--- config.mk ---
export PLATFORM = sky130hd
export DESIGN_NAME = id_stage
export DESIGN_NICKNAME = d
export VERILOG_FILES = /design/src/rtl/id_stage.sv
export SDC_FILE = /design/constraint.sdc
export NUM_CORES = 2
export LEC_CHECK = 0
export BUFFER_PORTS_ARGS = -buffer_cell sky130_fd_sc_hd__buf_2
export CORE_MARGIN = 5
export CORE_UTILIZATION = 45
export CTS_CLUSTER_SIZE = 10
export DETAILED_ROUTE_END_ITERATION = 10
export GPL_ROUTABILITY_DRIVEN = 0
export HOLD_SLACK_MARGIN = 0.12
export PLACE_DENSITY = 0.71
export SETUP_SLACK_MARGIN = 0.15
export SYNTH_ARGS = -nofsm -noshare
export SYNTH_HDL_FRONTEND = slang
export SYNTH_SLANG_ARGS = --single-unit
--- constraint.sdc ---
create_clock -name clk -period 11.26 [get_ports clk]
set_clock_uncertainty 0.05 [all_clocks]
set_input_delay 0.563 -clock clk [delete_from_list [all_inputs] [get_ports clk]]
set_output_delay 0.563 -clock clk [all_outputs]
set_load 0.02 [all_outputs]
--- src/rtl/id_stage.sv ---
// ---------------------------------------------------------------------------
// id_stage -- decode / operand-fetch stage in front of the ALU.
//
// Accepts one RV32 instruction per valid/ready handshake. It decodes
// ADD/SUB/AND/OR/XOR/ADDI and reads rs1/rs2 from a 32x32 register file
// (x0 reads as zero). The register file is written by the writeback port.
// The operands, immediate, ALU function, destination and PC go into a
// single output pipeline register. That register has its own valid/ready
// handshake.
//
// Optional feature, selected by the macro RF_BYPASS_EN:
//   defined   : a writeback to rs1/rs2 in the accept cycle is forwarded into
//               the captured operand (write-through). x0 is never forwarded.
//   undefined : the captured operand is the pre-write register value.
//
// ALU function codes driven on out_func:
//   ADD=0  SUB=1  AND=2  OR=3  XOR=4  ADDI=5
//
// Ports:
//   clk, rst_n          clock; synchronous active-low reset
//   in_valid/in_ready   upstream handshake; in_ready = !out_valid || out_ready
//   in_instr, in_pc     instruction word and its PC
//   flush               drop the output slot and this cycle's accepted instr
//   wb_en/wb_rd/wb_data register file write port (writes to x0 ignored)
//   out_valid/out_ready downstream handshake
//   out_a, out_b        rs1 value; rs2 value (R-type only, else 0)
//   out_imm             sign-extended I-immediate (ADDI only, else 0)
//   out_func            ALU op code
//   out_rd, out_we      destination index and write-back request
//   out_pc              PC of the instruction
//   out_illegal         unsupported encoding (still occupies a slot)
// ---------------------------------------------------------------------------
module id_stage #(
  parameter int DATA_W       = 32,
  parameter int REG_ADDR_W   = 5,
  parameter bit RF_RESET_CLR = 1'b1
) (
  input  logic                  clk,
  input  logic                  rst_n,
  input  logic                  in_valid,
  output logic                  in_ready,
  input  logic [31:0]           in_instr,
  input  logic [31:0]           in_pc,
  input  logic                  flush,
  input  logic                  wb_en,
  input  logic [REG_ADDR_W-1:0] wb_rd,
  input  logic [DATA_W-1:0]     wb_data,
  output logic                  out_valid,
  input  logic                  out_ready,
  output logic [DATA_W-1:0]     out_a,
  output logic [DATA_W-1:0]     out_b,
  output logic [DATA_W-1:0]     out_imm,
  output logic [3:0]            out_func,
  output logic [REG_ADDR_W-1:0] out_rd,
  output logic                  out_we,
  output logic [31:0]           out_pc,
  output logic                  out_illegal
);

  localparam logic [3:0] ALU_ADD  = 4'd0;
  localparam logic [3:0] ALU_SUB  = 4'd1;
  localparam logic [3:0] ALU_AND  = 4'd2;
  localparam logic [3:0] ALU_OR   = 4'd3;
  localparam logic [3:0] ALU_XOR  = 4'd4;
  localparam logic [3:0] ALU_ADDI = 4'd5;

  localparam logic [6:0] OP_REG = 7'b0110011;
  localparam logic [6:0] OP_IMM = 7'b0010011;

  localparam int NUM_REGS = 1 << REG_ADDR_W;

  // Register file and output pipeline register
  logic [DATA_W-1:0]     r_rf [NUM_REGS];
  logic                  r_valid;
  logic [DATA_W-1:0]     r_a;
  logic [DATA_W-1:0]     r_b;
  logic [DATA_W-1:0]     r_imm;
  logic [3:0]            r_func;
  logic [REG_ADDR_W-1:0] r_rd;
  logic                  r_we;
  logic [31:0]           r_pc;
  logic                  r_illegal;

  // Instruction fields
  logic [6:0]            w_opcode;
  logic [2:0]            w_f3;
  logic [6:0]            w_f7;
  logic [REG_ADDR_W-1:0] w_rs1;
  logic [REG_ADDR_W-1:0] w_rs2;
  logic [REG_ADDR_W-1:0] w_rd;

  // Operand read values and decode results
  logic [DATA_W-1:0]     w_rs1_val;
  logic [DATA_W-1:0]     w_rs2_val;
  logic [DATA_W-1:0]     w_dec_a;
  logic [DATA_W-1:0]     w_dec_b;
  logic [DATA_W-1:0]     w_dec_imm;
  logic [3:0]            w_dec_func;
  logic [REG_ADDR_W-1:0] w_dec_rd;
  logic                  w_dec_we;
  logic                  w_dec_illegal;

  logic                  w_in_ready;
  logic                  w_accept;
  logic                  w_wb_hit;

  assign w_opcode = in_instr[6:0];
  assign w_rd     = in_instr[11:7];
  assign w_f3     = in_instr[14:12];
  assign w_rs1    = in_instr[19:15];
  assign w_rs2    = in_instr[24:20];
  assign w_f7     = in_instr[31:25];

  // The stage is ready while reset is asserted so upstream never sees a
  // stall caused by a stale output slot.
  assign w_in_ready = !rst_n || !r_valid || out_ready;
  assign w_accept   = in_valid && w_in_ready;
  assign w_wb_hit   = wb_en && (wb_rd != {REG_ADDR_W{1'b0}});

  // Register file: optional clear on reset, otherwise the writeback port
  always_ff @(posedge clk) begin
    if (!rst_n && RF_RESET_CLR) begin
      for (int i = 0; i < NUM_REGS; i++) begin
        r_rf[i] <= {DATA_W{1'b0}};
      end
    end else if (w_wb_hit) begin
      r_rf[wb_rd] <= wb_data;
    end
  end

  // rs1 read: x0 is hard zero, optional same-cycle writeback forwarding
  always_comb begin
    w_rs1_val = {DATA_W{1'b0}};
    if (w_rs1 == {REG_ADDR_W{1'b0}}) begin
      w_rs1_val = {DATA_W{1'b0}};
`ifdef RF_BYPASS_EN
    end else if (w_wb_hit && (wb_rd == w_rs1)) begin
      w_rs1_val = wb_data;
`endif
    end else begin
      w_rs1_val = r_rf[w_rs1];
    end
  end

  // rs2 read: x0 is hard zero, optional same-cycle writeback forwarding
  always_comb begin
    w_rs2_val = {DATA_W{1'b0}};
    if (w_rs2 == {REG_ADDR_W{1'b0}}) begin
      w_rs2_val = {DATA_W{1'b0}};
`ifdef RF_BYPASS_EN
    end else if (w_wb_hit && (wb_rd == w_rs2)) begin
      w_rs2_val = wb_data;
`endif
    end else begin
      w_rs2_val = r_rf[w_rs2];
    end
  end

  // Decode: defaults describe the illegal-instruction result
  always_comb begin
    w_dec_a       = {DATA_W{1'b0}};
    w_dec_b       = {DATA_W{1'b0}};
    w_dec_imm     = {DATA_W{1'b0}};
    w_dec_func    = ALU_ADD;
    w_dec_rd      = {REG_ADDR_W{1'b0}};
    w_dec_we      = 1'b0;
    w_dec_illegal = 1'b1;
    case (w_opcode)
      OP_REG: begin
        // R-type: only f7 = 0 forms, plus SUB with f7 = 0100000
        if (w_f7 == 7'b0000000) begin
          case (w_f3)
            3'b000: begin w_dec_func = ALU_ADD; w_dec_illegal = 1'b0; end
            3'b111: begin w_dec_func = ALU_AND; w_dec_illegal = 1'b0; end
            3'b110: begin w_dec_func = ALU_OR;  w_dec_illegal = 1'b0; end
            3'b100: begin w_dec_func = ALU_XOR; w_dec_illegal = 1'b0; end
            default: begin w_dec_func = ALU_ADD; w_dec_illegal = 1'b1; end
          endcase
        end else if ((w_f7 == 7'b0100000) && (w_f3 == 3'b000)) begin
          w_dec_func    = ALU_SUB;
          w_dec_illegal = 1'b0;
        end else begin
          w_dec_func    = ALU_ADD;
          w_dec_illegal = 1'b1;
        end
        if (!w_dec_illegal) begin
          w_dec_a  = w_rs1_val;
          w_dec_b  = w_rs2_val;
          w_dec_rd = w_rd;
          w_dec_we = 1'b1;
        end else begin
          w_dec_func = ALU_ADD;
        end
      end
      OP_IMM: begin
        if (w_f3 == 3'b000) begin
          w_dec_func    = ALU_ADDI;
          w_dec_illegal = 1'b0;
          w_dec_a       = w_rs1_val;
          w_dec_imm     = {{(DATA_W-12){in_instr[31]}}, in_instr[31:20]};
          w_dec_rd      = w_rd;
          w_dec_we      = 1'b1;
        end else begin
          w_dec_func    = ALU_ADD;
          w_dec_illegal = 1'b1;
        end
      end
      default: begin
        w_dec_func    = ALU_ADD;
        w_dec_illegal = 1'b1;
      end
    endcase
  end

  // Output pipeline register; flush beats accept, accept beats drain
  always_ff @(posedge clk) begin
    if (!rst_n) begin
      r_valid   <= 1'b0;
      r_a       <= {DATA_W{1'b0}};
      r_b       <= {DATA_W{1'b0}};
      r_imm     <= {DATA_W{1'b0}};
      r_func    <= 4'd0;
      r_rd      <= {REG_ADDR_W{1'b0}};
      r_we      <= 1'b0;
      r_pc      <= 32'd0;
      r_illegal <= 1'b0;
    end else if (flush) begin
      r_valid <= 1'b0;
    end else if (w_accept) begin
      r_valid   <= 1'b1;
      r_a       <= w_dec_a;
      r_b       <= w_dec_b;
      r_imm     <= w_dec_imm;
      r_func    <= w_dec_func;
      r_rd      <= w_dec_rd;
      r_we      <= w_dec_we;
      r_pc      <= in_pc;
      r_illegal <= w_dec_illegal;
    end else if (out_ready) begin
      r_valid <= 1'b0;
    end
  end

  assign in_ready    = w_in_ready;
  assign out_valid   = r_valid;
  assign out_a       = r_a;
  assign out_b       = r_b;
  assign out_imm     = r_imm;
  assign out_func    = r_func;
  assign out_rd      = r_rd;
  assign out_we      = r_we;
  assign out_pc      = r_pc;
  assign out_illegal = r_illegal;

endmodule

==> summary.md <==
| Metric | Value |
|---|---|
| Die Outline Area | 137000 um^2 |
| Clock insertion delay at the later pin of the skew report | 0.76 ns |
| Switching part of the total | 0.247 |
| Number of register bits inferred by synthesis | 1143 |
| Required time at the worst-slack endpoint | 11.85 ns |
| DRC Markers | 0 |
| Leftover overflow at the end of global routing | 0 |
| Clock tree buffer depth | 3 |
| Total wirelength of the detailed-routed design | 204 mm |
| Core Footprint | about 130000 um^2 |
| Pre-Repair DR Iteration Count | 5 |
| Cell internal power dissipation | 7.53 mW |
| Hold WC Path Type | in -> reg |
| Vias in the first global route | about 39000 |
| Setup TNS | 0 ns |
| Final hold vios | 0 |
| Data arrival time of the critical path | 4.26 ns |
| Clock power share | 0.398 |
| Clock period minus final worst setup slack | 3.67 ns |
| Cell variety after synth | 65 |
| Area growth from synthesis to layout | 12.7% |
| Peak supply drop | 166 uV |
| Most used cells in the layout excluding fill and tap cells | sky130_fd_sc_hd__edfxtp_1 (1024), sky130_fd_sc_hd__and2_1 (995), sky130_fd_sc_hd__mux4_2 (468) |
| Share of the synthesized area in the top cell type | 0.527 |
| CTS tree | done |
| Portion of total power attributed to sequential cells | 0.495 |
| Filler instances | roughly 11000 |
| Max capacitance violation total | 0 |
| Final design area excluding fillers | 65800 um^2 |
| Number of enable flip-flop cells after synthesis | 1024 |
| Number of top-level design ports | roughly 250 |
| Width of the die | 370 um |
| Sequential area share after synthesis | 0.568 |
| Worst Max-Slew Pin Slew | 1.32 ns |
| Post-layout net count | about 4200 |
| Yosys warnings | 0 |
| Highest clock rate | 0.273 GHz |
| Type of origin of the critical path | primary input |
| Highest net fanout along the worst path | 68 |
| Crit Path Class | in -> reg |
| First-pass GRT wire length | roughly 280 mm |
| Power share of the combinational group | 0.107 |
| Cells taking the most area after synthesis | sky130_fd_sc_hd__edfxtp_1 (53%), sky130_fd_sc_hd__mux4_2 (18%), sky130_fd_sc_hd__and2_1 (11%), sky130_fd_sc_hd__dfxtp_1 (4.1%), sky130_fd_sc_hd__mux2i_1 (2.4%) |
| Clk sinks | roughly 1100 |
| H-tree level count | 4 |
| Max-slew headroom | 0.117 |
| Global Route Usage Sum | 0.293 |
| Via count | 39200 |
| Maximum number of pins on one net before global-route repair | 115 |
| Clock tree root driver cell | sky130_fd_sc_hd__clkbuf_16 |
| Setup repair after global routing missed its margin | no |
| Post-synth top area cell | sky130_fd_sc_hd__edfxtp_1 |
| Placed cell area | ~61000 um^2 |
| Placed wire-length estimate | 114 mm |
| Total standard cell area after synthesis | 58400 um^2 |
| Share of final-layout standard cells stronger than drive strength 1 | 0.265 |
| Initial Utilization | 0.452 |
| Post-detailed-route wirelength per cell | 34.3 um |
| Share of synthesized flip-flops with an asynchronous set or reset | 0 |
| Drt via density | 6.58 |
| Count of input and output buffers | 246 |
| Status | finished clean |
| Power density over cell area | 152 nW/um^2 |
| Period utilisation layout | 0.326 |
| Clock transition at path regs | 0.06 ns |
| Post-detailed-route count of antenna-violating nets | 0 |
| Antenna violations before repair | 28 |
| Switch Pwr | 2.47 mW |
| Standard-cell row count | 132 |
| Setup violation total in the final timing report | 0 |
| Cell leakage power | 23.0 nW |
| Most used flip-flop cell after synthesis | sky130_fd_sc_hd__edfxtp_1 |
| Final count of pins violating max slew | 0 |
| Power consumption | ~10 mW |
| Mean instance size in the synthesized netlist | 14.7 um^2 |
| Iteration-0 DRC Markers | 6927 |
| Post-Synthesis Cells | slightly below 4000 |
| Die extent in y | 370 um |
| Capturing element type of the critical path | flip-flop |
| Most common cell after layout, fill and taps aside | sky130_fd_sc_hd__edfxtp_1 |
| TritonCTS buffer count | 134 |
-- final cells by class --
class	instances	area, um^2	area share
Multi-Input combinational cell	2428	24000	0.364
Clock inverter	12	133	0.00202
Timing Repair Buffer	402	2610	0.0396
Tap cell	1742	2180	0.0331
Inverter	2	10.0	0.000152
Clock buffer	212	3740	0.0569
Sequential cell	1143	33100	0.504
Antenna cell	12	30.0	0.000456
-- sequential cells by signal, summed over array words and instances (netlist names) --
name / count
r_rf: 1024
out_a: 32
out_b: 32
out_pc: 32
out_imm: 12
out_rd: 5
out_func: 3
out_illegal: 1
out_valid: 1
out_we: 1
-- per-layer routing --
layer / global-route usage / vias up / share of wire
li1: - / 15500 / -
met1: 0.379 / 19700 / 0.34
met2: 0.440 / 3385 / 0.44
met3: 0.0960 / 630 / 0.15
met4: 0.161 / 18 / 0.065
met5: 0 / - / 0.00063
-- critical path: stages --
cell                      delay (ns)
sky130_fd_sc_hd__buf_8          0.49
sky130_fd_sc_hd__buf_4          0.72
sky130_fd_sc_hd__buf_4          0.71
sky130_fd_sc_hd__nor4_1         0.11
sky130_fd_sc_hd__or4b_2         0.65
sky130_fd_sc_hd__buf_4          0.39
sky130_fd_sc_hd__o41ai_1        0.47
-- path summary, 6_finish.rpt --
| check | start | end | slack (ns) | cells after the start |
|---|---|---|---|---|
| max reg2reg | out_valid$_SDFFE_PP0P_ | out_b[0]$_SDFFE_PN0P_ | 8.30 | 5 |
| min | in_instr[10] | out_rd[3]$_SDFFE_PN0P_ | 0.17 | 3 |
| min reg2reg | out_pc[7]$_SDFFE_PN0P_ | out_pc[7]$_SDFFE_PN0P_ | 0.40 | 2 |
| max | in_instr[21] | out_b[0]$_SDFFE_PN0P_ | 7.59 | 7 |
-- cells in the mapped netlist, types with 3 or more instances --
master / n
sky130_fd_sc_hd__dfxtp_1: 119
sky130_fd_sc_hd__buf_2: 74
sky130_fd_sc_hd__a22o_1: 15
sky130_fd_sc_hd__nand2b_1: 4
sky130_fd_sc_hd__o211ai_1: 7
sky130_fd_sc_hd__buf_1: 19
sky130_fd_sc_hd__nor2_1: 60
sky130_fd_sc_hd__nor2b_1: 34
sky130_fd_sc_hd__nand4b_1: 3
sky130_fd_sc_hd__o22ai_1: 32
sky130_fd_sc_hd__a221oi_1: 47
sky130_fd_sc_hd__buf_4: 43
sky130_fd_sc_hd__or3_1: 3
sky130_fd_sc_hd__mux2_2: 25
sky130_fd_sc_hd__nand4_1: 13
sky130_fd_sc_hd__o21ai_0: 59
sky130_fd_sc_hd__a32o_1: 22
sky130_fd_sc_hd__a211oi_1: 27
sky130_fd_sc_hd__or3b_2: 4
sky130_fd_sc_hd__nand3b_1: 6
sky130_fd_sc_hd__o221ai_1: 20
sky130_fd_sc_hd__a21oi_1: 66
sky130_fd_sc_hd__nand3_1: 4
sky130_fd_sc_hd__buf_6: 5
sky130_fd_sc_hd__or2_2: 3
sky130_fd_sc_hd__nand2_1: 191
sky130_fd_sc_hd__a2111oi_0: 4
sky130_fd_sc_hd__clkbuf_1: 296
sky130_fd_sc_hd__o41ai_2: 23
sky130_fd_sc_hd__mux4_2: 468
sky130_fd_sc_hd__and3_1: 4
sky130_fd_sc_hd__a22oi_1: 77
sky130_fd_sc_hd__and2_1: 996
sky130_fd_sc_hd__mux2i_1: 140
sky130_fd_sc_hd__nor3_1: 4
sky130_fd_sc_hd__edfxtp_1: 1024
-- cells by family after synthesis --
kind of cell,synth area share
flops,0.568
simple gates,0.135
buf+inv,0.0333
other cells,0.0000643
mux,0.209
compound gates,0.0545
-- metrics by stage --
step	util	hold WS [ns]	instances	setup slack, ns
floorplan	-	0.480	4011	7.15
global placement	0.476	0.387	5670	6.87
detailed placement	0.476	0.392	5671	6.89
CTS	0.509	0.134	5941	7.67
global route	0.509	0.181	5942	7.39
finish	0.509	0.175	5953	7.59
-- what timing repair did --
item,in CTS,in global routing
hold buffers,46,0
resized for setup,0,0
setup endpoints to repair,0,0
buffers inserted,0,0
hold endpoints to repair,45,0
-- power by group through the flow --
stage	combinational (mW)	clock, mW	sequential [mW]
final	1.07	3.99	4.95
after global routing	1.10	4.19	4.96
after CTS	1.05	4.01	4.94
after detailed placement	1.03	0	5.03
after global placement	1.03	0	5.01
after floorplan	0.660	0	5.00
No activity file was read; power rests on OpenSTA's default activity.
